**config.mk**
```make
export PLATFORM = sky130hd
export DESIGN_NAME = uart_word_tx
export DESIGN_NICKNAME = d
export VERILOG_FILES = /design/src/rtl/uart_pkg.sv /design/src/rtl/uart_baud_tick.sv /design/src/rtl/uart_word_tx.sv
export SDC_FILE = /design/constraint.sdc
export NUM_CORES = 1
export LEC_CHECK = 0
export BUFFER_PORTS_ARGS = -buffer_cell sky130_fd_sc_hd__buf_2
export CORE_ASPECT_RATIO = 0.9
export CORE_UTILIZATION = 45
export CTS_CLUSTER_SIZE = 24
export DETAILED_ROUTE_END_ITERATION = 8
export GPL_ROUTABILITY_DRIVEN = 1
export SLEW_MARGIN = 20
export SYNTH_ARGS = -nofsm -noshare
export SYNTH_HDL_FRONTEND = slang
export SYNTH_HIERARCHICAL = 1
export SYNTH_SLANG_ARGS = --single-unit
export TNS_END_PERCENT = 20
```
**constraint.sdc**
```tcl
create_clock -name clk -period 6.86 [get_ports clk]
set_clock_uncertainty 0.05 [all_clocks]
set_input_delay 1.372 -clock clk [delete_from_list [all_inputs] [get_ports clk]]
set_output_delay 1.372 -clock clk [all_outputs]
set_load 0.01 [all_outputs]
```
**src/rtl/uart_pkg.sv**
```systemverilog
// rtl/uart_pkg.sv - shared UART framing types and constants
//   tx_state_t     : transmit FSM states
//   UART_START_BIT : line level of the start bit
//   UART_STOP_BIT  : line level of the stop bit (and idle)
//   UART_DATA_BITS : data bits per frame
package uart_pkg;

  typedef enum logic [1:0] {
    IDLE  = 2'd0,
    START = 2'd1,
    DATA  = 2'd2,
    STOP  = 2'd3
  } tx_state_t;

  localparam logic UART_START_BIT = 1'b0;
  localparam logic UART_STOP_BIT  = 1'b1;
  localparam int   UART_DATA_BITS = 8;

endpackage

```
**src/rtl/uart_baud_tick.sv**
```systemverilog
// rtl/uart_baud_tick.sv - bit-period counter with latched prescale
//   clk      : clock
//   reset_l  : asynchronous active-low reset
//   clear    : latch max(prescale,1) and restart the count at 0
//   enable   : count while high
//   prescale : clk cycles per bit, sampled only on clear
//   tick     : high on the last cycle of each bit period
module uart_baud_tick #(
  parameter int PRESCALE_W = 16
) (
  input  logic                  clk,
  input  logic                  reset_l,
  input  logic                  clear,
  input  logic                  enable,
  input  logic [PRESCALE_W-1:0] prescale,
  output logic                  tick
);

  localparam logic [PRESCALE_W-1:0] ONE = PRESCALE_W'(1);

  logic [PRESCALE_W-1:0] period;
  logic [PRESCALE_W-1:0] baudCnt;

  // period is never 0, so period-1 cannot underflow and baudCnt never
  // exceeds period-1, which always fits in PRESCALE_W bits.
  assign tick = enable && (baudCnt == (period - ONE));

  always_ff @(posedge clk or negedge reset_l) begin
    if (!reset_l) begin
      period  <= ONE;
      baudCnt <= '0;
    end else if (clear) begin
      period  <= (prescale == '0) ? ONE : prescale;
      baudCnt <= '0;
    end else if (enable) begin
      baudCnt <= tick ? '0 : (baudCnt + ONE);
    end
  end

endmodule

```
**src/rtl/uart_word_tx.sv**
```systemverilog
// rtl/uart_word_tx.sv - serialises words MSB byte first as 8N1 UART frames
//   clk       : clock
//   reset_l   : asynchronous active-low reset
//   s_data    : word to transmit
//   s_valid   : s_data valid
//   s_ready   : block can accept a word (idle and out of reset)
//   prescale  : clk cycles per bit, 0 treated as 1
//   tx        : registered serial line, idle high
//   busy      : a word is in flight
//   word_done : one-cycle pulse in the first idle cycle after a word
module uart_word_tx
  import uart_pkg::*;
#(
  parameter int DATA_W     = 32,
  parameter int PRESCALE_W = 16
) (
  input  logic                  clk,
  input  logic                  reset_l,
  input  logic [DATA_W-1:0]     s_data,
  input  logic                  s_valid,
  output logic                  s_ready,
  input  logic [PRESCALE_W-1:0] prescale,
  output logic                  tx,
  output logic                  busy,
  output logic                  word_done
);

  localparam int BYTES      = DATA_W / 8;
  localparam int BYTE_IDX_W = (BYTES > 1) ? $clog2(BYTES) : 1;
  localparam logic [BYTE_IDX_W-1:0] LAST_BYTE = BYTE_IDX_W'(BYTES - 1);
  localparam logic [2:0]            LAST_BIT  = 3'(UART_DATA_BITS - 1);

  tx_state_t                  state, stateNext;
  logic [DATA_W-1:0]          wordReg, wordNext;
  logic [UART_DATA_BITS-1:0]  shReg, shRegNext;
  logic [2:0]                 bitIdx, bitIdxNext;
  logic [BYTE_IDX_W-1:0]      byteIdx, byteIdxNext;
  logic                       txNext;
  logic                       wordDoneNext;
  logic                       tick;
  logic                       xfer;

  // reset_l gates s_ready so nothing is accepted while reset is held.
  assign s_ready = reset_l && (state == IDLE);
  assign busy    = (state != IDLE);
  assign xfer    = s_valid && s_ready;

  uart_baud_tick #(
    .PRESCALE_W (PRESCALE_W)
  ) u_baud (
    .clk      (clk),
    .reset_l  (reset_l),
    .clear    (xfer),
    .enable   (busy),
    .prescale (prescale),
    .tick     (tick)
  );

  always_ff @(posedge clk or negedge reset_l) begin
    if (!reset_l) begin
      state     <= IDLE;
      wordReg   <= '0;
      shReg     <= '0;
      bitIdx    <= '0;
      byteIdx   <= '0;
      tx        <= UART_STOP_BIT;
      word_done <= 1'b0;
    end else begin
      state     <= stateNext;
      wordReg   <= wordNext;
      shReg     <= shRegNext;
      bitIdx    <= bitIdxNext;
      byteIdx   <= byteIdxNext;
      tx        <= txNext;
      word_done <= wordDoneNext;
    end
  end

  // The word register shifts left one byte per frame, so the next byte to
  // send is always in its top 8 bits.
  always_comb begin
    stateNext   = state;
    wordNext    = wordReg;
    shRegNext   = shReg;
    bitIdxNext  = bitIdx;
    byteIdxNext = byteIdx;
    case (state)
      IDLE: begin
        if (xfer) begin
          stateNext   = START;
          wordNext    = s_data;
          shRegNext   = s_data[DATA_W-1 -: UART_DATA_BITS];
          bitIdxNext  = '0;
          byteIdxNext = '0;
        end
      end
      START: begin
        if (tick) begin
          stateNext  = DATA;
          bitIdxNext = '0;
        end
      end
      DATA: begin
        if (tick) begin
          shRegNext = {1'b0, shReg[UART_DATA_BITS-1:1]};
          if (bitIdx == LAST_BIT) begin
            stateNext = STOP;
          end else begin
            bitIdxNext = bitIdx + 3'd1;
          end
        end
      end
      STOP: begin
        if (tick) begin
          if (byteIdx == LAST_BYTE) begin
            stateNext = IDLE;
          end else begin
            stateNext   = START;
            byteIdxNext = byteIdx + BYTE_IDX_W'(1);
            wordNext    = wordReg << 8;
            shRegNext   = wordNext[DATA_W-1 -: UART_DATA_BITS];
          end
        end
      end
      default: stateNext = IDLE;
    endcase
  end

  // Outputs are decoded from the next state and registered, so tx changes
  // on the same edge as the state it belongs to.
  always_comb begin
    txNext       = UART_STOP_BIT;
    wordDoneNext = 1'b0;
    case (stateNext)
      START:   txNext = UART_START_BIT;
      DATA:    txNext = shRegNext[0];
      default: txNext = UART_STOP_BIT;
    endcase
    if ((state == STOP) && (stateNext == IDLE)) begin
      wordDoneNext = 1'b1;
    end
  end

endmodule

```
== Word-level counts from Yosys, hierarchy flattened ==
Cells that the tools add are included.
Storage, ports and cells
  register bits after elaboration: 73
  input bits: 51
  word-level logic and storage cells: 74
  output and inout bits: 4
Operators by class
  add/subtract/negate cells: 4
  mux-type cells: 31
  eq/ne operators: 14
  reductions and logical operators: 15
Operators by type and width (count)
  two-way mux 24 bit: 3
  two-way mux 16 bit: 4
  one-hot mux 24 bit (2 select lines): 1
  two-way mux 8 bit: 4
  one-hot mux 8 bit (3 select lines): 1
  adder 16 x 1 -> 16 bit, second input constant: 1
  == test 16 bit: 1
  zero test 16 bit: 1
  two-way mux 2 bit: 8
  subtractor 16 x 1 -> 16 bit, second input constant: 1
  two-way mux 3 bit: 4
  AND reduction 5 bit: 2
  one-hot mux 3 bit (3 select lines): 1
  == test 2 bit, second input constant: 4
  != test 2 x 1 -> 1 bit, second input constant: 4
  one-hot mux 2 bit (4 select lines): 1
  nonzero test 2 bit: 3
  nonzero test 3 bit: 2
  == test 2 x 1 -> 1 bit, second input constant: 2
  logical AND 1 bit: 4
  zero test 2 bit: 2
  != test 2 bit, second input constant: 2
  one-hot mux 2 bit (2 select lines): 1
  AND reduction 4 bit: 1
  5 further kinds: 6

== Longest topological paths before layout ==
  depth after elaboration: 8
  depth in mapped cells: 14

== By module ==
The synthesis kept the hierarchy.
Modules (own cells, without submodules)
  uart_word_tx: cells each 222, area an instance 2245.9 µm², seq. area each 1027.2 µm², times used 1
  uart_baud_tick: cells each 203, area an instance 2009.4 µm², seq. area each 802.0 µm², times used 1

== Worst setup path after synthesis ==
OpenSTA, ideal clock, no wires.
  path kind: reg-to-reg
  start point: register u_baud.period[5]
  end point: register wordReg[17]
  data arrival time: 3.066 ns
  setup slack: 3.625 ns
  buffers on the path: 3
  stages on the path, launching flop included: 14
  cell sequence: dfrtp_1 -> buf_6 -> nor4_4 -> nand2_2 -> or4_4 -> a2111oi_2 -> nand4_2 -> inv_1 -> a21boi_0 -> or3_1 -> buf_2 -> buf_6 -> nand2_1 -> o21ai_2
On the way
  cells in the longest elaborated chain, start to end: 5
Ends and longest elaborated chain
  start: declaration: RTL line uart_baud_tick.sv:21  | logic [PRESCALE_W-1:0] period;
  start signal: assignment: RTL line uart_baud_tick.sv:33  | period <= (prescale == '0) ? ONE : prescale;
  subtractor 16 x 1 -> 16 bit: RTL line uart_baud_tick.sv:26  | assign tick = enable && (baudCnt == (period - ONE));
  == test 16 bit: RTL line uart_baud_tick.sv:26
  logical AND 1 bit: RTL line uart_baud_tick.sv:26
  via tick: RTL line uart_word_tx.sv:40  | logic tick;
  != test 2 x 1 -> 1 bit (no source line)
  AND reduction 4 bit (no source line)
  end signal: assignment: RTL line uart_word_tx.sv:70  | wordReg <= wordNext;
  end: declaration: RTL line uart_word_tx.sv:34  | logic [DATA_W-1:0] wordReg, wordNext;
The timed path passes the listed nets, and every way through them passes these cells.
A chain may end at the register's enable or synchronous reset.

== Worst setup path after layout ==
  start point: register u_baud.period[5]
  end point: register wordReg[13]
The elaborated chain is that of the path after synthesis.

==> results.yml <==
finish:
  fin_area_sq_mm: 0.00481
  n_antenna_cell: 0
  fill_cells: 887
  layoutNonFillerInstCount: 601
  fin_nets: 535
  area.growth.synth_to_final_pct: 13.0
  drive_gt1_share_pct: 28.4
cts:
  cts_buffer_depth: 2
  clock_latency_ns: 0.35
  cts_max_level: 3
  post_cts_buffers: 0
  cts_made_buffers: 9
  cts_hold_buffers: 0
  cts.sinks: 73
  root_buffer: "clkbuf_8"
  cts.clk_slew.worst_paths_ns: 0.08
  cts_tree: "built"
  post_cts_resize_count: 0
synthesis:
  yosys-top-cells-area: "dfrtp_1, nand2_1, mux2i_1, xnor2_1, xor2_1"
  synthCells: 425
  synth_common_cells: "dfrtp_1, nand2_1, mux2i_1"
  synth_edf_count: 0
  synthAdderAreaFrac_pct: 2.94
  synth_ff_type: "dfrtp_1"
  synth_top_family_by_area: "simple AND/OR/NAND/NOR gates"
  synth_xor_area_share_pct: 7.00
  synth_area_sq_mm: 0.00426
  synth_area_leader_cell: "dfrtp_1"
  synth.avg_cell_area_sq_um: 10.0
  synth-compound-area-share_pct: 12.8
  synth_top_area_share_pct: 41.8
  synth_mux_area_share_pct: 7.94
  yosysSeqAreaShare_pct: 43.0
  synthDistinctLibCells: 68
  yosys.area_share.simple_pct: 21.5
  synthArstFlopShare_pct: 100
  synth_nets: 486
  yosys_register_bits: 73
  yosys_warnings: 6
  synth_most_common_cell: "dfrtp_1"
floorplan:
  dieArea_sq_mm: 0.00985
  die_w_um: 105
  rows: 33
  core_sq_mm: 0.00917
  io-pin-count: 55
  die_y_um: 94.3
  start_util_pct: 46.4
routing:
  via_per_inst: 5.31
  ant_nets: 0
  drc_errors: 0
  wire_per_inst_um: 14.8
  drt_iter0_drc: 135
  drtPass1Iterations: 4
  vias: 3192
  wl_um: 8890
global_routing:
  grt_overflow: 0
  grt_pass1_vias: 2967
  antenna_found_initial: 0
  grt_util_all_layers_pct: 19.5
  grt_max_degree: 78
  grt_pass1_wl_um: 14900
timing:
  slew_viol_final: 0
  tightest_slew_ns: 0.977
  maxSlewHeadroom_pct: 34.9
  rsz0062_at_grt: "false"
  finalSetupTns_ns: 0
  setup_violations: 0
  max_freq_mhz: 256
  hold_slack_ns: 0.420
  finalHoldViolations: 0
  final.period_utilization_pct: 57.0
  finalCriticalPeriod_ns: 3.91
power_and_ir_drop:
  peakVddDrop_mv: 0.185
  p_per_area_mw_per_mm2: 440
  total_leakage_power_nw: 2.16
  total_power_mw: 2.12
run:
  drv_cap: 0
placement:
  placed_cells: 585
  post_dp_cell_area_sq_mm: 0.00457
  gp_congestion: 0.849
  portBuffers: 54
  dp_hpwl_um: 6340
setup_path:
  critPathLaunchType: "register"
  critPathMaxFanout: 42
  endpoint_kind: "register"
  required_ns: 7.04
  timing_worst_setup_path_type: "reg2reg"
  critPathArrivalTime_ns: 4.10
outcome:
  outcome: "finished clean"
worst_hold_path:
  hp-class: "reg2reg"
## flip-flops by register name, summed over array words and instances (netlist names)
register and count:
wordReg 24, u_baud/baudCnt 16, u_baud/period 16, shReg 8, bitIdx 3, byteIdx 2
state 2, tx 1, word_done 1
## cell families (layout without fill, tap and decap cells)
logic type,Yosys count,in the layout
simple gates,167,167
buf+inv,39,93
mux,32,32
xor+xnor,34,34
flops,73,73
fa+ha+maj,10,10
compound gates,70,70
## cells in the final DEF, fill, tap and decap left out, types with 3 or more instances in the layout
cell	n
dfrtp_1	71
mux2i_1	18
xnor2_1	17
a22o_1	6
nor2b_1	4
ha_1	10
inv_1	16
a31oi_1	3
nand3b_1	12
or3_1	3
a32oi_1	6
clkbuf_8	10
nand3_1	13
o21ai_2	14
xor2_1	17
nor2_2	11
o21ai_0	6
nand2_1	66
nand4_1	6
a21oi_1	10
mux2_2	13
nor4_1	4
nor3_1	7
buf_4	5
nor2_1	17
buf_2	53
## stage by stage
stage	util [%]	setup WS, ns
2_1_floorplan	-	3.62
3_3_place_gp	49.9	3.03
3_5_place_dp	49.9	2.96
6_report	52.5	2.95
4_1_cts	52.5	2.94
5_1_grt	52.5	2.65
## final cells by class
type / instances / area (sq um) / area share (%)
Clock buffer: 10 / 138 / 2.86
Inverter: 19 / 71.3 / 1.48
Sequential cell: 73 / 1830 / 38.0
Multi-Input combinational cell: 313 / 2220 / 46.1
Tap cell: 122 / 153 / 3.17
Timing Repair Buffer: 58 / 303 / 6.30
Clock inverter: 6 / 97.6 / 2.03
## where the power goes
part           internal, mW  total (mW)  switching [mW]  leakage [nW]
clock                 0.220       0.398           0.177         0.119
combinational         0.401       0.927           0.526          1.12
sequential            0.611       0.791           0.179         0.924
## layer usage
layer  GRT usage (%)  wire length [um]  vias up
met3            5.27               457        5
met1            29.4              4730     1522
met5               0                 0        -
met4            4.88                68        0
li1                -                 -     1595
met2            27.1              3630       70
## worst max-delay path, cell delays in order (launching register included)
cell	delay, ns
dfrtp_1	0.48
nor4_4	0.43
nand2_2	0.13
or4_4	0.53
a2111oi_2	0.39
nand4_2	0.26
inv_1	0.44
a21boi_0	0.21
or3_1	0.35
buf_4	0.29
nand2_1	0.14
o21ai_2	0.06
## final timing paths
| kind | cells past startpoint | slack (ns) | to | from |
|---|---|---|---|---|
| min in group asynchronous | 2 | 1.21 | shReg[0] | reset_l |
| max in group asynchronous | 2 | 4.92 | u_baud/baudCnt[12] | reset_l |
| worst min-delay path | 2 | 0.42 | wordReg[1] | wordReg[1] |
| worst max register to register | 11 | 2.95 | wordReg[13] | u_baud/period[5] |
| worst min register to register | 2 | 0.42 | wordReg[1] | wordReg[1] |
| worst max-delay path | 11 | 2.95 | wordReg[13] | u_baud/period[5] |
Note: power is estimated with default switching activity, not from simulation.
